--- src/rtl/dispatch_credit_router.sv ---
// dispatch_credit_router
//   Dispatch stage between the decode skid buffer and NUM_RS reservation
//   stations plus the ROB. Each decoded instruction is routed to one RS by
//   index and receives a ROB tag from an internal tail counter. Credit
//   counters track free RS and ROB entries so neither ever sees an
//   allocation it cannot absorb. Outputs are registered, one-cycle latency.
//   Default channel map: 0=ALU, 1=BRANCH, 2=LSU.
//
// Ports
//   clk, rst        rising-edge clock, asynchronous active-high reset
//   i_valid         skid buffer holds an instruction
//   o_ready         dispatch accepts this cycle (combinational)
//   i_rs_sel        target RS index
//   i_pc, i_payload instruction PC and decoded fields (passed through)
//   i_rs_free       per-RS pulse: one RS entry freed
//   i_rob_commit    pulse: ROB retired one entry
//   i_flush         backend flush: clears credits, occupancy and tail
//   o_alloc_rs      one-hot RS write strobe (1 cycle)
//   o_alloc_rob     ROB allocate strobe (1 cycle)
//   o_pc, o_payload registered PC / payload of the dispatched instruction
//   o_rob_tag       ROB tag of the dispatched instruction
//   o_rob_count     current ROB occupancy
//   o_illegal       i_valid with an out-of-range i_rs_sel (combinational)

module dispatch_credit_router #(
    parameter int NUM_RS    = 3,
    parameter int RS_DEPTH  = 8,
    parameter int ROB_DEPTH = 16,
    parameter int PC_W      = 9,
    parameter int PAYLOAD_W = 64,
    parameter int SEL_W     = (NUM_RS > 1) ? $clog2(NUM_RS) : 1,
    parameter int TAG_W     = $clog2(ROB_DEPTH)
) (
    input  logic                 clk,
    input  logic                 rst,
    input  logic                 i_valid,
    output logic                 o_ready,
    input  logic [SEL_W-1:0]     i_rs_sel,
    input  logic [PC_W-1:0]      i_pc,
    input  logic [PAYLOAD_W-1:0] i_payload,
    input  logic [NUM_RS-1:0]    i_rs_free,
    input  logic                 i_rob_commit,
    input  logic                 i_flush,
    output logic [NUM_RS-1:0]    o_alloc_rs,
    output logic                 o_alloc_rob,
    output logic [PC_W-1:0]      o_pc,
    output logic [PAYLOAD_W-1:0] o_payload,
    output logic [TAG_W-1:0]     o_rob_tag,
    output logic [TAG_W:0]       o_rob_count,
    output logic                 o_illegal
);

    localparam int                CRED_W   = $clog2(RS_DEPTH + 1);
    localparam logic [CRED_W-1:0] CRED_MAX = CRED_W'(RS_DEPTH);
    localparam logic [TAG_W:0]    ROB_FULL = (TAG_W + 1)'(ROB_DEPTH);

    logic [CRED_W-1:0] credits [NUM_RS];
    logic [TAG_W:0]    rob_count;
    logic [TAG_W-1:0]  tail;

    logic              sel_ok;
    logic              credit_ok;
    logic              accept;
    logic [NUM_RS-1:0] sel_onehot;
    logic [NUM_RS-1:0] cred_inc;
    logic [NUM_RS-1:0] cred_dec;
    logic              commit_ok;

    // Channel decode and readiness. Selecting the credit through a loop keeps
    // an out-of-range index from ever addressing the credit array.
    always_comb begin
        // NOTE: every signal written here gets a default first, so no path
        // leaves it unassigned and no latch is inferred.
        sel_ok     = ({1'b0, i_rs_sel} < (SEL_W + 1)'(NUM_RS));
        credit_ok  = 1'b0;
        sel_onehot = '0;
        cred_inc   = '0;
        cred_dec   = '0;
        for (int k = 0; k < NUM_RS; k++) begin
            if (sel_ok && (i_rs_sel == SEL_W'(k))) begin
                sel_onehot[k] = 1'b1;
                credit_ok     = (credits[k] != '0);
            end
        end
        o_ready   = !i_flush && sel_ok && credit_ok && (rob_count != ROB_FULL);
        o_illegal = i_valid && !sel_ok;
        accept    = i_valid && o_ready;
        // A free arriving when the RS is already fully credited is spurious
        // and dropped; a simultaneous take and free cancel out.
        for (int k = 0; k < NUM_RS; k++) begin
            cred_inc[k] = i_rs_free[k] && (credits[k] != CRED_MAX);
            cred_dec[k] = accept && sel_onehot[k];
        end
        commit_ok = i_rob_commit && (rob_count != '0);
    end

    assign o_rob_count = rob_count;

    // Output register: strobes pulse for one cycle, data holds between accepts.
    always_ff @(posedge clk or posedge rst) begin
        if (rst) begin
            o_alloc_rs  <= '0;
            o_alloc_rob <= 1'b0;
            o_pc        <= '0;
            o_payload   <= '0;
            o_rob_tag   <= '0;
        end else begin
            // NOTE: sequential state uses non-blocking assignments so every
            // register samples pre-edge values regardless of statement order.
            o_alloc_rs  <= accept ? sel_onehot : '0;
            o_alloc_rob <= accept;
            if (accept) begin
                o_pc      <= i_pc;
                o_payload <= i_payload;
                o_rob_tag <= tail;
            end
        end
    end

    // Credit, occupancy and tail bookkeeping. Flush overrides frees/commits.
    always_ff @(posedge clk or posedge rst) begin
        if (rst) begin
            // NOTE: the credit array is control state, not a data store, so
            // it must be reset like any other counter.
            for (int k = 0; k < NUM_RS; k++) credits[k] <= CRED_MAX;
            rob_count <= '0;
            tail      <= '0;
        end else if (i_flush) begin
            for (int k = 0; k < NUM_RS; k++) credits[k] <= CRED_MAX;
            rob_count <= '0;
            tail      <= '0;
        end else begin
            for (int k = 0; k < NUM_RS; k++) begin
                if (cred_inc[k] && !cred_dec[k])
                    credits[k] <= credits[k] + CRED_W'(1);
                else if (cred_dec[k] && !cred_inc[k])
                    credits[k] <= credits[k] - CRED_W'(1);
            end
            if (accept && !commit_ok)
                rob_count <= rob_count + (TAG_W + 1)'(1);
            else if (commit_ok && !accept)
                rob_count <= rob_count - (TAG_W + 1)'(1);
            // ROB_DEPTH is a power of two, so the tail wraps naturally.
            if (accept)
                tail <= tail + TAG_W'(1);
        end
    end

endmodule

--- config.mk ---
export PLATFORM = sky130hd
export DESIGN_NAME = dispatch_credit_router
export DESIGN_NICKNAME = d
export VERILOG_FILES = /design/src/rtl/dispatch_credit_router.sv
export SDC_FILE = /design/constraint.sdc
export NUM_CORES = 1
export LEC_CHECK = 0
export BUFFER_PORTS_ARGS = -buffer_cell sky130_fd_sc_hd__buf_2
export CAP_MARGIN = 15
export CORE_ASPECT_RATIO = 0.9
export CORE_MARGIN = 4
export CORE_UTILIZATION = 50
export CTS_CLUSTER_SIZE = 28
export DETAILED_ROUTE_END_ITERATION = 10
export GPL_ROUTABILITY_DRIVEN = 0
export PLACE_DENSITY_LB_ADDON = 0.3
export SLEW_MARGIN = 10
export SYNTH_ARGS = -nofsm -noshare
export SYNTH_HDL_FRONTEND = slang
export SYNTH_SLANG_ARGS = --single-unit
--- constraint.sdc ---
create_clock -name clk -period 8.8 [get_ports clk]
set_input_delay 2.2 -clock clk [delete_from_list [all_inputs] [get_ports clk]]
set_output_delay 2.2 -clock clk [all_outputs]
set_load 0.03 [all_outputs]
======== After elaboration in Yosys (flattened, before gate mapping) ========
Cells that the tools add are included.
storage, ports and cells
  memory bits (writable) .................. 0
  memory bits (read-only) ................. 0
  latch bits .............................. 0
  bits in registers ....................... 102
  memories ................................ 0
  input bits .............................. 83
  word-level logic and storage cells ...... 88
cells by class
  eq/ne operators ......................... 6
  $mul .................................... 0
  div/mod/pow operators ................... 0
  $add $sub $neg .......................... 9
  $lt $le $gt $ge ......................... 1
  shift operators ......................... 0
  multiplexer cells ....................... 19
  bitwise operators ....................... 0
  reduce and logical (&&, ||, !) cells .... 43
operators by type and width
  kind                                                                number
  4-bit two-way mux                                                   8
  1-bit logical AND                                                   23
  4-bit by 1-bit adder with 4-bit output, second input constant       4
  5-bit two-way mux                                                   3
  12-bit two-way mux                                                  1
  4-bit inequality test, second input constant                        3
  3-bit nonzero test                                                  4
  4-bit nonzero test                                                  3
  4-bit by 1-bit subtractor with 4-bit output, second input constant  3
  1-bit logical NOT                                                   10
  1-bit two-way mux                                                   6
  5-bit by 1-bit adder with 5-bit output, second input constant       1
  5-bit inequality test, second input constant                        1
  5-bit nonzero test                                                  1
  5-bit by 1-bit subtractor with 5-bit output, second input constant  1
  3-bit two-way mux                                                   1
  2-bit by 1-bit == test with 1-bit output, second input constant     1
  2-bit == test, second input constant                                1
  2-bit logical NOT                                                   1
  2-bit less-than comparator, second input constant                   1
  2-bit nonzero test                                                  1

======== Longest topological paths before layout ========
  depth in word-level cells ............... 13
  mapped depth ............................ 13

======== Least setup slack after synthesis ========
Ideal clock, no wire load.
  path kind ............................... input -> output
  from .................................... input port i_rs_sel[1]
  to ...................................... output port o_ready
  buffers on the path ..................... 0
  slack ................................... 3513 ps
  data arrival time ....................... 3087 ps
  required time ........................... 6600 ps
  stages .................................. 4
  cells stage by stage .................... nand2b_1 nor3_2 or2_2 o221a_2
on the way
  cells in the longest elaborated chain, start to end .. 7
RTL lines
  item                                                             RTL line  source
  from (decl)                                                      38        input logic [SEL_W-1:0] i_rs_sel,
  2-bit less-than comparator or 2-bit logical NOT (tied branches)  74, 80
  1-bit logical AND                                                80        if (sel_ok && (i_rs_sel == SEL_W'(k))) begin
  1-bit two-way mux (3 in a row)                                   80
  1-bit logical AND * (2 in a row)                                 85        o_ready = !i_flush && sel_ok && credit_ok && (rob_count != ROB_FULL);
  to (decl)                                                        37        output logic o_ready,
Mark *: on every way between the ends. The rest lies on a longest branch, timed or not.

======== Final worst setup path ========
  from .................................... input port i_flush
  to ...................................... output port o_ready
on the way
  cells in the longest elaborated chain, start to end .. 4
RTL lines
  item                            RTL line  source
  from (decl)                     43        input logic i_flush,
  1-bit logical NOT               85
  1-bit logical AND (3 in a row)  85
Every way passes these cells.

==> flow_summary.json <==
{
  "cp_cell_sequence": "buf_2 -> nor2_1 -> o31a_1 -> or2_2 -> o221a_2 -> buf_2",
  "rsz0062_at_grt": "false",
  "drive_above_1_share_pct": 54.2,
  "timing.critical_path.buf_inv": 2,
  "power_switching_mw": 0.954,
  "post_cts_buffers": 0,
  "slowest_stage": "buf_2",
  "drt_iter0_drc": 81,
  "synth-async-reset-ratio_pct": 100,
  "cp_top_family": "buffers and inverters",
  "synth.most_common_cell": "dfrtp_1",
  "synthTopCellsByCount": "dfrtp_1 (99), mux2_2 (77), nor2_1 (22), inv_1 (16), ha_1 (11)",
  "synth_largest_area_cell": "dfrtp_1",
  "synth_nets": 440,
  "slew_headroom_pct": 27.5,
  "globalRouteOverflowTotal": 0,
  "finClkSkew_ns": 0.00761,
  "setup_viol": 0,
  "outcome": "finished, final reports clean",
  "htree_levels": 3,
  "cp-start-kind": "input pin",
  "clk_path_buf_depth": 2,
  "io_pins": 171,
  "grt.total_usage_pct": 18.4,
  "dieArea_sq_um": 11000,
  "cts_tree": "done",
  "synth_edf_count": 0,
  "synth_cells": 342,
  "yosys.area.top_type_share_pct": 52.8,
  "cts_resized": 0,
  "cts_buffers": 9,
  "clockRootBuffer": "clkbuf_8",
  "ys_warn_count": 0,
  "critical-path-max-stage-delay_ns": 0.47,
  "p_int_mw": 1.20,
  "initial_core_util_pct": 51.4,
  "fp-row-count": 33,
  "synthesis.area_sq_um": 4690,
  "worst_pin_slew_ns": 1.09,
  "ff_latch_area_sq_um": 2560,
  "fin_nets": 610,
  "grt_pass1_vias": 3267,
  "hold_path.class": "reg2reg",
  "core-area_sq_um": 9130,
  "powerDensity_nw_per_um2": 373,
  "cp_data_arrival_time_ns": 3.64,
  "portBuffers": 170,
  "multi_input_area_sq_um": 1920,
  "drc_errors": 0,
  "crit_required_ns": 6.60,
  "drt-total-wl_mm": 10.2,
  "min_period_over_period_pct": 66.3,
  "first_pass_iters": 4,
  "peakVddDrop_v": 0.000188,
  "min_period_ns": 5.84,
  "ys_ff_latch": 102,
  "leakage_nw": 2.94,
  "synth-main-ff-cell": "dfrtp_1",
  "yosys.cell_types.count": 44,
  "antenna_left": 0,
  "via_per_inst": 5.11,
  "synthTopCellsByArea": "dfrtp_1 (53%), mux2_2 (18%), ha_1 (2.9%)",
  "routed-via-count": 3265,
  "critPathMaxFanout": 34,
  "finalSetupTns_ns": 0,
  "slew_violations": 0,
  "fillCellCount": 739,
  "cp_common_cell": "buf_2",
  "die_h_microns": 99.9,
  "diodes": 0,
  "grt_max_degree": 85,
  "pwr-share-clk_pct": 13.4,
  "sequentialPowerShare_pct": 36.1,
  "ys_seq_area_share_pct": 54.5,
  "area_growth_pct": 22.9,
  "antenna_found_initial": 0,
  "finish.utilization_pct": 63.1,
  "clkTransAtPathRegs_ns": 0.10,
  "max_freq_mhz": 171,
  "syn_avg_cell_area_sq_um": 13.7,
  "wl_per_cell_microns": 16.0,
  "die_w_microns": 110,
  "hpwl_mm": 7.63,
  "clock_latency_ns": 0.36,
  "regToRegSetupSlack_ns": 4.80,
  "grt_pass1_wl_mm": 15.8,
  "final_hold_viol_count": 0,
  "ctsHoldBuffers": 0,
  "cp-end-kind": "primary output",
  "p_sw_share_pct": 44.3,
  "numClockSinks": 102,
  "worstSetupPathType": "in2out",
  "maxCapViolCount": 0,
  "power_frac_comb_pct": 50.5
}
[cell usage in the layout, fill, tap and decap left out, types with 8 or more instances in the layout]
cell	synthesis	final
ha_1	11	11
dfrtp_1	99	99
mux2_1	8	8
inv_1	16	15
nor3_1	9	9
mux2_2	77	77
buf_2	0	170
nor2_1	22	22
clkbuf_8	0	10
mux2i_1	8	8
[cells by family (layout without fill, tap and decap cells)]
kind of cell               Yosys count  after routing  share of synthesized area, %
AOI/OAI and AO/OA                   32             32                          5.18
xor gates and xnor gates             9              9                          1.84
adders and majority gates           15             15                          4.64
buffers and inverters               30            205                          4.56
DFF                                102            102                          54.5
muxes                               93             93                          22.1
and+or+nand+nor                     61             61                          7.13
[path summary, 6_finish.rpt]
check	startpoint	end	depth (start not counted)
min in group asynchronous	rst	o_payload[31]	2
worst max register to register	o_rob_count[1]	o_rob_count[4]	12
max in group asynchronous	rst	credits[8]	3
worst min-delay path	o_payload[3]	o_payload[3]	1
worst min register to register	o_payload[3]	o_payload[3]	1
worst max-delay path	i_flush	o_ready	6
[state kept, by name, indices dropped and copies added, names as in the netlist]
register,cells
o_rob_tag,4
credits,12
o_payload,64
o_pc,9
o_alloc_rob,1
o_alloc_rs,3
tail,4
o_rob_count,5
[layout make-up]
| class | count | share of cell area (%) |
|---|---|---|
| Clock buffer | 10 | 2.39 |
| Clock inverter | 6 | 1.11 |
| Inverter | 17 | 1.15 |
| Multi-Input combinational cell | 210 | 33.3 |
| Sequential cell | 102 | 44.4 |
| Tap cell | 122 | 2.65 |
| Timing Repair Buffer | 172 | 15.0 |
[power groups by stage]
stage | Clock (mW) | Combinational (mW) | Sequential, mW
CTS | 0.304 | 1.10 | 0.777
finish | 0.289 | 1.09 | 0.776
global placement | 0 | 1.07 | 0.773
floorplan | 0 | 0.460 | 1.12
global route | 0.320 | 1.17 | 0.800
detailed placement | 0 | 1.10 | 0.788
[layer usage]
| layer | GRT usage, % | wire [microns] | part of all wire, % | up-vias |
|---|---|---|---|---|
| met5 | 0 | 0 | 0 | - |
| met4 | 5.56 | 208 | 2.0 | 0 |
| met3 | 4.69 | 775 | 7.6 | 19 |
| met2 | 31.3 | 5120 | 50 | 129 |
| met1 | 23.1 | 4100 | 40 | 1587 |
| li1 | - | - | - | 1530 |
[through the flow]
step | cells | cell area [sq um] | setup slack [ns] | hold slack [ns] | power (mW)
floorplan | 342 | 4690 | 3.51 | 0.490 | 1.58
global placement | 623 | 5560 | 3.01 | 0.468 | 1.84
detailed placement | 623 | 5560 | 2.97 | 0.480 | 1.88
CTS | 639 | 5760 | 2.97 | 0.504 | 2.18
global route | 639 | 5760 | 2.88 | 0.515 | 2.29
finish | 639 | 5760 | 2.96 | 0.499 | 2.15
No activity file was read; power rests on OpenSTA's default activity.
